[src/rtl/ysyx_22050019_idu_stage.sv]
// Decode stage between IFU and EXU: registers the decoded instruction and stalls on RAW hazards via a per-register scoreboard.
// Latency: one cycle from input acceptance to out_valid.
// Backpressure: in_ready drops while the output register is held, on a RAW or scoreboard-saturation hazard, or during flush.
module ysyx_22050019_idu_stage #(
  parameter int XLEN   = 64,
  parameter int NR_REG = 32,
  parameter int PEND_W = 2
) (
  input  logic            clk,
  input  logic            rst,
  input  logic            in_valid,
  output logic            in_ready,
  input  logic [XLEN-1:0] in_pc,
  input  logic [31:0]     in_inst,
  output logic [4:0]      raddr1,
  output logic [4:0]      raddr2,
  input  logic [XLEN-1:0] rdata1,
  input  logic [XLEN-1:0] rdata2,
  output logic            out_valid,
  input  logic            out_ready,
  output logic [XLEN-1:0] out_pc,
  output logic [31:0]     out_inst,
  output logic [XLEN-1:0] out_rs1_data,
  output logic [XLEN-1:0] out_rs2_data,
  output logic [XLEN-1:0] out_imm,
  output logic [4:0]      out_rd,
  output logic            out_reg_we,
  output logic [9:0]      out_class,
  output logic            out_word,
  output logic            out_illegal,
  input  logic            wb_valid,
  input  logic [4:0]      wb_rd,
  input  logic            flush
);

  localparam logic [6:0] OPC_OP     = 7'b0110011;
  localparam logic [6:0] OPC_OP_IMM = 7'b0010011;
  localparam logic [6:0] OPC_LOAD   = 7'b0000011;
  localparam logic [6:0] OPC_STORE  = 7'b0100011;
  localparam logic [6:0] OPC_BRANCH = 7'b1100011;
  localparam logic [6:0] OPC_JAL    = 7'b1101111;
  localparam logic [6:0] OPC_JALR   = 7'b1100111;
  localparam logic [6:0] OPC_LUI    = 7'b0110111;
  localparam logic [6:0] OPC_AUIPC  = 7'b0010111;
  localparam logic [6:0] OPC_SYSTEM = 7'b1110011;
  localparam logic [6:0] OPC_IMM32  = 7'b0011011;
  localparam logic [6:0] OPC_OP32   = 7'b0111011;

  // Bit positions inside out_class
  localparam int C_OP     = 0;
  localparam int C_OP_IMM = 1;
  localparam int C_LOAD   = 2;
  localparam int C_STORE  = 3;
  localparam int C_BRANCH = 4;
  localparam int C_JAL    = 5;
  localparam int C_JALR   = 6;
  localparam int C_LUI    = 7;
  localparam int C_AUIPC  = 8;
  localparam int C_CSR    = 9;

  localparam logic [5:0]        NR_LIM   = 6'(NR_REG);
  localparam logic [PEND_W-1:0] PEND_MAX = '1;
  localparam logic              RV32     = (XLEN == 32);

  typedef struct packed {
    logic [XLEN-1:0] pc;
    logic [31:0]     inst;
    logic [XLEN-1:0] rs1_data;
    logic [XLEN-1:0] rs2_data;
    logic [XLEN-1:0] imm;
    logic [4:0]      rd;
    logic            reg_we;
    logic [9:0]      cls;
    logic            word;
    logic            illegal;
  } dec_t;

  logic [6:0]         opc;
  logic [2:0]         f3;
  logic [4:0]         rs1, rs2, rd;
  logic               use1, use2, has_rd, bad_opc, word, range_bad, illegal, reg_we;
  logic [9:0]         cls;
  logic signed [31:0] imm32;
  dec_t               cand;

  logic               valid_q, valid_d;
  dec_t               out_q, out_d;
  logic [PEND_W-1:0]  pend_q [32];
  logic [PEND_W-1:0]  pend_d [32];

  logic               hit1, hit2, hit_rd, raw, sat, hazard, accept, xfer;

  assign opc = in_inst[6:0];
  assign f3  = in_inst[14:12];
  assign rs1 = in_inst[19:15];
  assign rs2 = in_inst[24:20];
  assign rd  = in_inst[11:7];

  // Classify the opcode, pick the immediate format and which register fields are live
  always_comb begin
    use1    = 1'b0;
    use2    = 1'b0;
    has_rd  = 1'b0;
    bad_opc = 1'b0;
    word    = 1'b0;
    cls     = '0;
    imm32   = '0;
    case (opc)
      OPC_OP: begin
        cls[C_OP] = 1'b1; use1 = 1'b1; use2 = 1'b1; has_rd = 1'b1;
      end
      OPC_OP_IMM: begin
        cls[C_OP_IMM] = 1'b1; use1 = 1'b1; has_rd = 1'b1;
        imm32 = {{20{in_inst[31]}}, in_inst[31:20]};
      end
      OPC_LOAD: begin
        cls[C_LOAD] = 1'b1; use1 = 1'b1; has_rd = 1'b1;
        imm32 = {{20{in_inst[31]}}, in_inst[31:20]};
      end
      OPC_STORE: begin
        cls[C_STORE] = 1'b1; use1 = 1'b1; use2 = 1'b1;
        imm32 = {{20{in_inst[31]}}, in_inst[31:25], in_inst[11:7]};
      end
      OPC_BRANCH: begin
        cls[C_BRANCH] = 1'b1; use1 = 1'b1; use2 = 1'b1;
        imm32 = {{19{in_inst[31]}}, in_inst[31], in_inst[7], in_inst[30:25], in_inst[11:8], 1'b0};
      end
      OPC_JAL: begin
        cls[C_JAL] = 1'b1; has_rd = 1'b1;
        imm32 = {{11{in_inst[31]}}, in_inst[31], in_inst[19:12], in_inst[20], in_inst[30:21], 1'b0};
      end
      OPC_JALR: begin
        cls[C_JALR] = 1'b1; use1 = 1'b1; has_rd = 1'b1;
        imm32 = {{20{in_inst[31]}}, in_inst[31:20]};
      end
      OPC_LUI: begin
        cls[C_LUI] = 1'b1; has_rd = 1'b1;
        imm32 = {in_inst[31:12], 12'b0};
      end
      OPC_AUIPC: begin
        cls[C_AUIPC] = 1'b1; has_rd = 1'b1;
        imm32 = {in_inst[31:12], 12'b0};
      end
      OPC_SYSTEM: begin
        // funct3[2] selects the immediate (zimm) CSR forms; funct3==0 is ecall/ebreak
        cls[C_CSR] = 1'b1; use1 = ~f3[2]; has_rd = (f3 != 3'b000);
        imm32 = {{20{in_inst[31]}}, in_inst[31:20]};
      end
      OPC_IMM32: begin
        cls[C_OP_IMM] = 1'b1; word = 1'b1; use1 = 1'b1; has_rd = 1'b1; bad_opc = RV32;
        imm32 = {{20{in_inst[31]}}, in_inst[31:20]};
      end
      OPC_OP32: begin
        cls[C_OP] = 1'b1; word = 1'b1; use1 = 1'b1; use2 = 1'b1; has_rd = 1'b1; bad_opc = RV32;
      end
      default: bad_opc = 1'b1;
    endcase
  end

  assign range_bad = (use1 && ({1'b0, rs1} >= NR_LIM)) ||
                     (use2 && ({1'b0, rs2} >= NR_LIM)) ||
                     (has_rd && ({1'b0, rd} >= NR_LIM));
  assign illegal   = bad_opc || range_bad;
  assign reg_we    = has_rd && (rd != 5'd0) && !illegal;

  assign raddr1 = use1 ? rs1 : 5'd0;
  assign raddr2 = use2 ? rs2 : 5'd0;

  // Assemble the candidate output record; illegal instructions carry no class, immediate or write
  always_comb begin
    cand          = '0;
    cand.pc       = in_pc;
    cand.inst     = in_inst;
    cand.rs1_data = rdata1;
    cand.rs2_data = rdata2;
    cand.rd       = rd;
    cand.illegal  = illegal;
    cand.reg_we   = reg_we;
    if (!illegal) begin
      cand.imm  = XLEN'(imm32);
      cand.cls  = cls;
      cand.word = word;
    end
  end

  // A writer sitting in the output register is not yet counted, so it is checked separately
  assign hit1   = valid_q && out_q.reg_we && (out_q.rd == rs1);
  assign hit2   = valid_q && out_q.reg_we && (out_q.rd == rs2);
  assign hit_rd = valid_q && out_q.reg_we && (out_q.rd == rd);
  assign raw    = (use1 && (rs1 != 5'd0) && ((pend_q[rs1] != '0) || hit1)) ||
                  (use2 && (rs2 != 5'd0) && ((pend_q[rs2] != '0) || hit2));
  assign sat    = reg_we && (({1'b0, pend_q[rd]} + {{PEND_W{1'b0}}, hit_rd}) >= {1'b0, PEND_MAX});
  assign hazard = !illegal && (raw || sat);

  assign in_ready = (!valid_q || out_ready) && !hazard && !flush;
  assign accept   = in_valid && in_ready;
  assign xfer     = valid_q && out_ready && !flush;

  // Output register: flush squashes, acceptance loads, a bare transfer empties
  always_comb begin
    valid_d = valid_q;
    out_d   = out_q;
    if (flush) begin
      valid_d = 1'b0;
    end else if (accept) begin
      valid_d = 1'b1;
      out_d   = cand;
    end else if (xfer) begin
      valid_d = 1'b0;
    end
  end

  // Scoreboard: count issued writers, retire on writeback, ignore x0 and empty counters
  always_comb begin
    for (int i = 0; i < 32; i++) begin
      pend_d[i] = pend_q[i];
      if (i != 0 && i < NR_REG) begin
        pend_d[i] = pend_q[i]
                  + PEND_W'(xfer && out_q.reg_we && (out_q.rd == 5'(i)))
                  - PEND_W'(wb_valid && (wb_rd == 5'(i)) && (pend_q[i] != '0));
      end
    end
  end

  // State registers with asynchronous reset
  always_ff @(posedge clk or posedge rst) begin
    if (rst) begin
      valid_q <= 1'b0;
      out_q   <= '0;
      for (int i = 0; i < 32; i++) pend_q[i] <= '0;
    end else begin
      valid_q <= valid_d;
      out_q   <= out_d;
      pend_q  <= pend_d;
    end
  end

  assign out_valid    = valid_q;
  assign out_pc       = out_q.pc;
  assign out_inst     = out_q.inst;
  assign out_rs1_data = out_q.rs1_data;
  assign out_rs2_data = out_q.rs2_data;
  assign out_imm      = out_q.imm;
  assign out_rd       = out_q.rd;
  assign out_reg_we   = out_q.reg_we;
  assign out_class    = out_q.cls;
  assign out_word     = out_q.word;
  assign out_illegal  = out_q.illegal;

endmodule

[config.mk]
export PLATFORM = sky130hd
export DESIGN_NAME = ysyx_22050019_idu_stage
export DESIGN_NICKNAME = d
export VERILOG_FILES = /design/src/rtl/ysyx_22050019_idu_stage.sv
export SDC_FILE = /design/constraint.sdc
export NUM_CORES = 1
export LEC_CHECK = 0
export CAP_MARGIN = 20
export CORE_AREA = 2 2 213 215
export CTS_BUF_LIST = sky130_fd_sc_hd__clkbuf_8 sky130_fd_sc_hd__clkbuf_16
export CTS_CLUSTER_SIZE = 24
export DETAILED_ROUTE_END_ITERATION = 8
export DIE_AREA = 0 0 215 217
export DONT_BUFFER_PORTS = 1
export MAX_ROUTING_LAYER = met4
export PLACE_DENSITY_LB_ADDON = 0.3
export SLEW_MARGIN = 40
export SYNTH_ARGS = -nofsm -noshare
export SYNTH_HDL_FRONTEND = slang
export SYNTH_SLANG_ARGS = --single-unit
[constraint.sdc]
create_clock -name clk -period 13.6 [get_ports clk]
set_input_delay 2.72 -clock clk [delete_from_list [all_inputs] [get_ports clk]]
set_output_delay 2.72 -clock clk [all_outputs]
set_load 0.05 [all_outputs]
==> flow_summary.yaml, run 1 <==
grt:
  grt.overflow.total: 0
  grt_pass1_vias: 9814
  grt_util_all_layers: 0.2253
  antenna_found_initial: 42
  grt_max_degree: 139
  grt_pass1_wl_mm: 73.69
synth:
  synth_edf_count: 0
  synth_top_area_frac: 0.5027
  synthTopCellsByCount: "dfrtp_1 (332), mux2_4 (100), mux2_2 (76)"
  ys_top_cells_by_area: "dfrtp_1 (50%), mux2_4 (9.1%), mux2_2 (5.2%), ha_1 (4.8%), mux2_1 (4.6%)"
  avgSynthCellArea_um2: 13.16
  yosysWarnings: 0
  synth.most_common_cell: "dfrtp_1"
  synth_seq_cells: 332
  syn-instance-count: 1256
  ys_types: 53
  syn_area_um2: 16530
  async_flop_share: 1.000
  yosysSeqAreaShare: 0.5027
  syn_nets: 1555
  synth_top_area_cell: "dfrtp_1"
  synthFlopType: "dfrtp_1"
clock_network:
  clkSinkCount: 332
  htreeDepth: 2
  clk_path_buf_depth: 3
  postCtsSetupBuffers: 0
  clock-root-buffer: "clkbuf_16"
  cts_buffers: 39
  cts_resized: 0
  postCtsHoldBufs: 0
outcome:
  firstError: "[ERROR DRT-0255] Maze Route cannot find path of net out_rs2_data[33] in worker of routeBox ( 193200 96600 ) ( 215000 144900 )."
  haltStage: "5_2_route"
  outcome: "aborted with a tool error"
floorplanning:
  die_h_um: 217
  start_util: 0.3697
  die_w_um: 215
  rows: 78
  ios: 553
placement:
  hpwl_mm: 39.85
  numPortBuffers: 0
  place_congestion: 0.9206
[cells by family after synthesis]
group / Yosys count / synth area share
AO/OA/AOI/OAI: 71 / 0.02710
XOR/XNOR: 78 / 0.04134
multiplexers: 303 / 0.2443
flip-flops: 332 / 0.5027
AND/OR/NAND/NOR: 236 / 0.06973
adder cells (fa/ha/maj): 64 / 0.04846
buffers and inverters: 172 / 0.06632
[layer usage]
metal and GRT usage:
met4 0.06759, met1 0.2819, met3 0.1294, met2 0.3058, met5 -
[metrics by stage]
step,std cells,utilization,cell area (µm²),hold WS (ns),setup WS [ns]
2_1_floorplan,1256,-,16530,0.4619,1.684
3_3_place_gp,1771,0.3724,16640,0.4825,5.319
3_5_place_dp,1772,0.3741,16720,0.4877,5.300
4_1_cts,1841,0.4023,17980,0.4954,5.296
5_1_grt,1868,0.4046,18080,0.5139,5.122
==> run 2: changes to the inputs <==
CORE_AREA = default   (was 2 2 213 215)
CORE_MARGIN = 2   (was default)
CORE_UTILIZATION = 30   (was default)
CTS_BUF_LIST = default   (was sky130_fd_sc_hd__clkbuf_8 sky130_fd_sc_hd__clkbuf_16)
CTS_CLUSTER_SIZE = default   (was 24)
DIE_AREA = default   (was 0 0 215 217)
MAX_ROUTING_LAYER = default   (was met4)
PLACE_DENSITY_LB_ADDON = 0.15   (was 0.3)
==> flow_summary.yaml, run 2 <==
synth:
  synth_xor_area_frac: 0.04134
  yosysWarnings: 0
  synth_top_area_cell: "dfrtp_1"
  avgSynthCellArea_um2: 13.16
  yosysSeqAreaShare: 0.5027
  synth_compound_area_frac: 0.02710
  post_synth_mux_area_share: 0.2443
  syn_nets: 1555
  yosys.area_share.simple: 0.06973
  synthTopCellsByCount: "dfrtp_1 (332), mux2_4 (100), mux2_2 (76)"
  synth_top_area_frac: 0.5027
  syn_area_um2: 16530
  async_flop_share: 1.000
  ys_types: 53
  synth_seq_cells: 332
  syn-instance-count: 1256
  ys_top_cells_by_area: "dfrtp_1 (50%), mux2_4 (9.1%), mux2_2 (5.2%), ha_1 (4.8%), mux2_1 (4.6%)"
  synthFlopType: "dfrtp_1"
  synth_top_family_by_area: "multiplexers"
  synthAdderAreaFrac: 0.04846
  synth.most_common_cell: "dfrtp_1"
  synth_edf_count: 0
clock_network:
  cts_resized: 0
  cts_tree: "done"
  postCtsHoldBufs: 0
  cts_buffers: 41
  clk_path_buf_depth: 3
  htreeDepth: 2
  clkSinkCount: 332
  clk_pin_slew_ns: 0.06
  clock-root-buffer: "clkbuf_16"
  clk_latency_ns: 0.57
  postCtsSetupBuffers: 0
pwr:
  p_int_uw: 2039
  power_uw: 3319
  seq_power_share: 0.533
  clkPwrFrac: 0.337
  switching_power_uw: 1279
  p_sw_frac: 0.3855
  power_density_nw_per_um2: 181.3
  ir_worst_vdd_mv: 0.08951
  leakage_uw: 0.008378
  power_frac_comb: 0.130
sta:
  finalSetupViolCount: 0
  finalCritPeriodShare: 0.6158
  worst_clock_skew_ns: 0.02950
  report.final.slew_viol_count: 0
  rsz0062_at_grt: "false"
  setup_tns_ns: 0
  relSlewSlack: 0.4539
  period_needed_ns: 8.375
  tightest_slew_ns: 0.8157
  finalHoldViolations: 0
  fmax_mhz: 119.4
detailed_routing:
  wirelength_mm: 51.21
  vias_per_cell: 4.998
  drc: 0
  antenna_left: 0
  wire_per_inst_um: 26.26
  dr.pass1.iters: 5
  via_count: 9746
  first_iter_violations: 584
floorplanning:
  core_um2: 54770
  rows: 86
  ios: 553
  start_util: 0.3017
  die_w_um: 238.7
  die_h_um: 238.7
  die-area_um2: 56980
finish:
  instances_no_fill: 1950
  areaGrowthSynthToFinish_pct: 10.76
  post-route-cell-area_um2: 18300
  final_cell_mix: "dfrtp_1 (331), mux2_4 (100), mux2_2 (76), xnor2_1 (74), inv_1 (68)"
  mostFrequentLayoutCell: "dfrtp_1"
  final_nets: 1516
  finish.utilization: 0.3342
  drive_gt1_frac: 0.2404
grt:
  grt_pass1_wl_mm: 72.20
  grt_util_all_layers: 0.1729
  grt_max_degree: 105
  grt.overflow.total: 0
  antenna_found_initial: 10
  grt_pass1_vias: 9942
worst_setup_path:
  cp_cell_sequence: "mux4_2 -> mux4_2 -> mux2_2 -> ha_1 -> ha_1 -> a21oi_1 -> o221ai_1 -> a211oi_1 -> and4_1"
  r2r_slack_ns: 9.18
  crit_fanout: 22
  timing.rr.end: "out_pc[40]$_DFFE_PP0P_"
  arrival_ns: 5.65
  r2r_cells: 12
  rr_startpoint: "pend_q[34]$_DFF_PP0_"
  crit_required_ns: 10.88
  cp_slowest_stage_delay_ns: 0.62
  worst_setup_path_end_kind: "primary output"
  cp-start-kind: "input pin"
  crit_type: "input pin to primary output"
  slowest_stage: "and4_1"
min_path:
  worstHoldStart: "pend_q[47]$_DFF_PP0_"
  hold_path_end: "pend_q[47]$_DFF_PP0_"
  hold_depth: 1
  hold_path_class: "flip-flop to flip-flop"
placement:
  place_area_um2: 16910
  numPortBuffers: 0
  dpl.cell_count: 1878
  hpwl_mm: 38.28
  place_congestion: 0.8494
outcome:
  outcome: "complete, no violations"
run:
  maxCapViolCount: 0
==> run 2: cell counts after synthesis <==
Identical to the previous run, type by type.
==> run 2: power groups by stage <==
stage	clock, µW	sequential (µW)	combinational (µW)
2_1_floorplan	0	1730	371
3_3_place_gp	0	1800	416
3_5_place_dp	0	1790	432
4_1_cts	1160	1770	434
5_1_grt	1210	1790	468
6_report	1120	1770	430
==> run 2: cell type report <==
type                    count  area, µm²
diodes                      2      5.005
clock buffers              57       1176
inverters                  71      279.0
clock inverters            13      200.2
fillers                  5371      36470
multi-input cells         752       7188
flip-flops and latches    332       8312
well taps                 704      880.8
repair buffers             19      262.8
==> run 2: kinds of logic after synthesis <==
family	Yosys count
buf+inv	172
compound gates	71
fa+ha+maj	64
mux	303
xor+xnor	78
flops	332
simple gates	236
==> run 2: through the flow <==
step,setup WS (ns),hold WS (ns)
after floorplan,1.684,0.4619
after global placement,4.973,0.5046
after detailed placement,5.213,0.4999
after CTS,5.215,0.5090
after global routing,5.068,0.5168
final,5.225,0.5055
==> run 2: worst max path at each step <==
stage,from,endpoint,slack [ns],depth (start not counted)
floorplan,rst,out_class[0]$_DFFE_PP0P_,1.68,1
global placement,in_inst[1],out_pc[45]$_DFFE_PP0P_,4.97,9
detailed placement,in_inst[7],in_ready,5.21,9
CTS,in_inst[7],in_ready,5.22,9
global route,in_inst[7],in_ready,5.07,9
finish,in_inst[7],in_ready,5.23,9
==> run 2: worst max-delay path, delay by kind of cell <==
kind	cells	cell delay [ns]
compound gates	3	0.62
fa+ha+maj	2	0.45
mux	3	1.24
simple gates	1	0.62
==> run 2: layer usage <==
layer / global-route usage / vias to the layer above / wire length, µm / share of wire
met4: 0.05739 / 0 / 1362 / 0.027
met3: 0.07206 / 78 / 5528 / 0.11
met2: 0.2764 / 436 / 24100 / 0.47
met5: 0 / - / 0 / 0
li1: - / 4256 / - / -
met1: 0.2103 / 4976 / 20220 / 0.39
No activity file was read; power rests on OpenSTA's default activity.
==> run 3: changes to the inputs <==
clock period = 7 ns   (was 13.6 ns; I/O delays follow)
==> flow_summary.yaml, run 3 (synthesis results as in run 2) <==
detailed_routing:
  dr.pass1.iters: 5
  wire_per_inst_um: 25.76
  wirelength_mm: 50.44
  antenna_left: 0
  vias_per_cell: 4.951
  via_count: 9695
  first_iter_violations: 739
  drc: 0
grt:
  grt_pass1_wl_mm: 71.13
  grt.overflow.total: 0
  grt_max_degree: 84
  grt_util_all_layers: 0.1707
  grt_pass1_vias: 9856
  antenna_found_initial: 4
finish:
  final_nets: 1519
  instances_no_fill: 1958
  areaGrowthSynthToFinish_pct: 11.05
  final_cell_mix: "dfrtp_1 (331), mux2_4 (100), mux2_2 (76), xnor2_1 (74), inv_1 (68)"
  fillerInstances: 5346
  drive_gt1_frac: 0.2452
  post-route-cell-area_um2: 18350
  mostFrequentLayoutCell: "dfrtp_1"
worst_setup_path:
  crit_required_ns: 5.60
  cp_cell_sequence: "mux2_2 -> a22o_1 -> mux4_2 -> mux2_2 -> ha_1 -> ha_1 -> a21oi_1 -> o221ai_1 -> a211oi_1 -> and4_1"
  cp-start-kind: "input pin"
  arrival_ns: 4.36
  slowest_stage: "and4_1"
  worst_setup_path_end_kind: "primary output"
  rr_startpoint: "pend_q[48]$_DFF_PP0_"
  cp_slowest_stage_delay_ns: 0.63
  r2r_slack_ns: 2.52
  r2r_cells: 13
  crit_type: "input pin to primary output"
  crit_fanout: 21
  timing.rr.end: "out_rs2_data[50]$_DFFE_PP0P_"
clock_network:
  clk_path_buf_depth: 3
  clk_pin_slew_ns: 0.06
  htreeDepth: 2
  clk_latency_ns: 0.58
  postCtsHoldBufs: 0
  cts_buffers: 41
  clkSinkCount: 332
  cts_tree: "done"
  cts_resized: 0
  postCtsSetupBuffers: 0
  clock-root-buffer: "clkbuf_16"
pwr:
  power_frac_comb: 0.127
  power_uw: 6527
  clkPwrFrac: 0.348
  p_int_uw: 4043
  ir_worst_vdd_mv: 0.1716
  switching_power_uw: 2484
  seq_power_share: 0.525
  leakage_uw: 0.008420
  power_density_nw_per_um2: 355.7
  p_sw_frac: 0.3806
min_path:
  worstHoldStart: "pend_q[13]$_DFF_PP0_"
  hold_path_end: "pend_q[13]$_DFF_PP0_"
  hold_path_class: "flip-flop to flip-flop"
  hold_depth: 1
sta:
  fmax_mhz: 173.7
  worst_clock_skew_ns: 0.03453
  finalSetupViolCount: 0
  tightest_slew_ns: 0.7618
  finalHoldViolations: 0
  hold_slack_ns: 0.4978
  finalCritPeriodShare: 0.8225
  rsz0062_at_grt: "false"
  period_needed_ns: 5.757
  relSlewSlack: 0.4910
  report.final.slew_viol_count: 0
  setup_tns_ns: 0
floorplanning:
  die_h_um: 238.7
  ios: 553
  die_w_um: 238.7
  core_um2: 54770
  rows: 86
  start_util: 0.3017
  die-area_um2: 56980
placement:
  numPortBuffers: 0
  hpwl_mm: 37.61
  place_congestion: 0.8331
  dpl.cell_count: 1880
  place_area_um2: 16870
run:
  maxCapViolCount: 0
outcome:
  outcome: "complete, no violations"
-- run 3: layout make-up --
type	instances	area, µm²	share of cell area
antenna	2	5.005	0.0002727
clock buffer	59	1225	0.06675
clock inverter	16	235.2	0.01282
inverter	71	270.3	0.01473
multi-input combinational	752	7174	0.3909
sequential	332	8312	0.4529
tap	704	880.8	0.04800
timing repair buffer	22	249.0	0.01357
-- run 3: worst max-delay path by stage --
stage / from / endpoint / slack [ns]
after floorplan: in_inst[7] / in_ready / 1.0
after global placement: in_inst[8] / in_ready / 1.30
after detailed placement: in_inst[7] / out_rs2_data[52]$_DFFE_PP0P_ / 1.12
after CTS: in_inst[7] / in_ready / 1.26
after global routing: in_inst[8] / in_ready / 1.17
final: in_inst[8] / in_ready / 1.24
-- run 3: metal layers --
metal	track usage	wire [µm]
met1	0.2076	19790
met2	0.2794	24400
met3	0.06744	5286
met4	0.04830	968
met5	0	0
-- run 3: worst max-delay path: cells and delay by family --
| family | cells | cell delay, ns |
|---|---|---|
| AOI/OAI and AO/OA | 4 | 0.80 |
| and+or+nand+nor | 1 | 0.63 |
| muxes | 3 | 1.06 |
| adders and majority gates | 2 | 0.45 |
-- run 3: power by group through the flow --
stage | sequential, µW | combinational [µW] | clock [µW]
2_1_floorplan | 3350 | 721 | 0
3_5_place_dp | 3470 | 835 | 0
3_3_place_gp | 3480 | 817 | 0
4_1_cts | 3430 | 841 | 2350
5_1_grt | 3460 | 903 | 2430
6_report | 3430 | 827 | 2270
-- run 3: per-stage QoR --
| stage | utilization | setup slack, ns |
|---|---|---|
| 6_report | 0.3351 | 1.243 |
| 5_1_grt | 0.3351 | 1.168 |
| 4_1_cts | 0.3348 | 1.263 |
| 3_5_place_dp | 0.3081 | 1.124 |
| 3_3_place_gp | 0.3068 | 1.302 |
| 2_1_floorplan | - | 0.9994 |
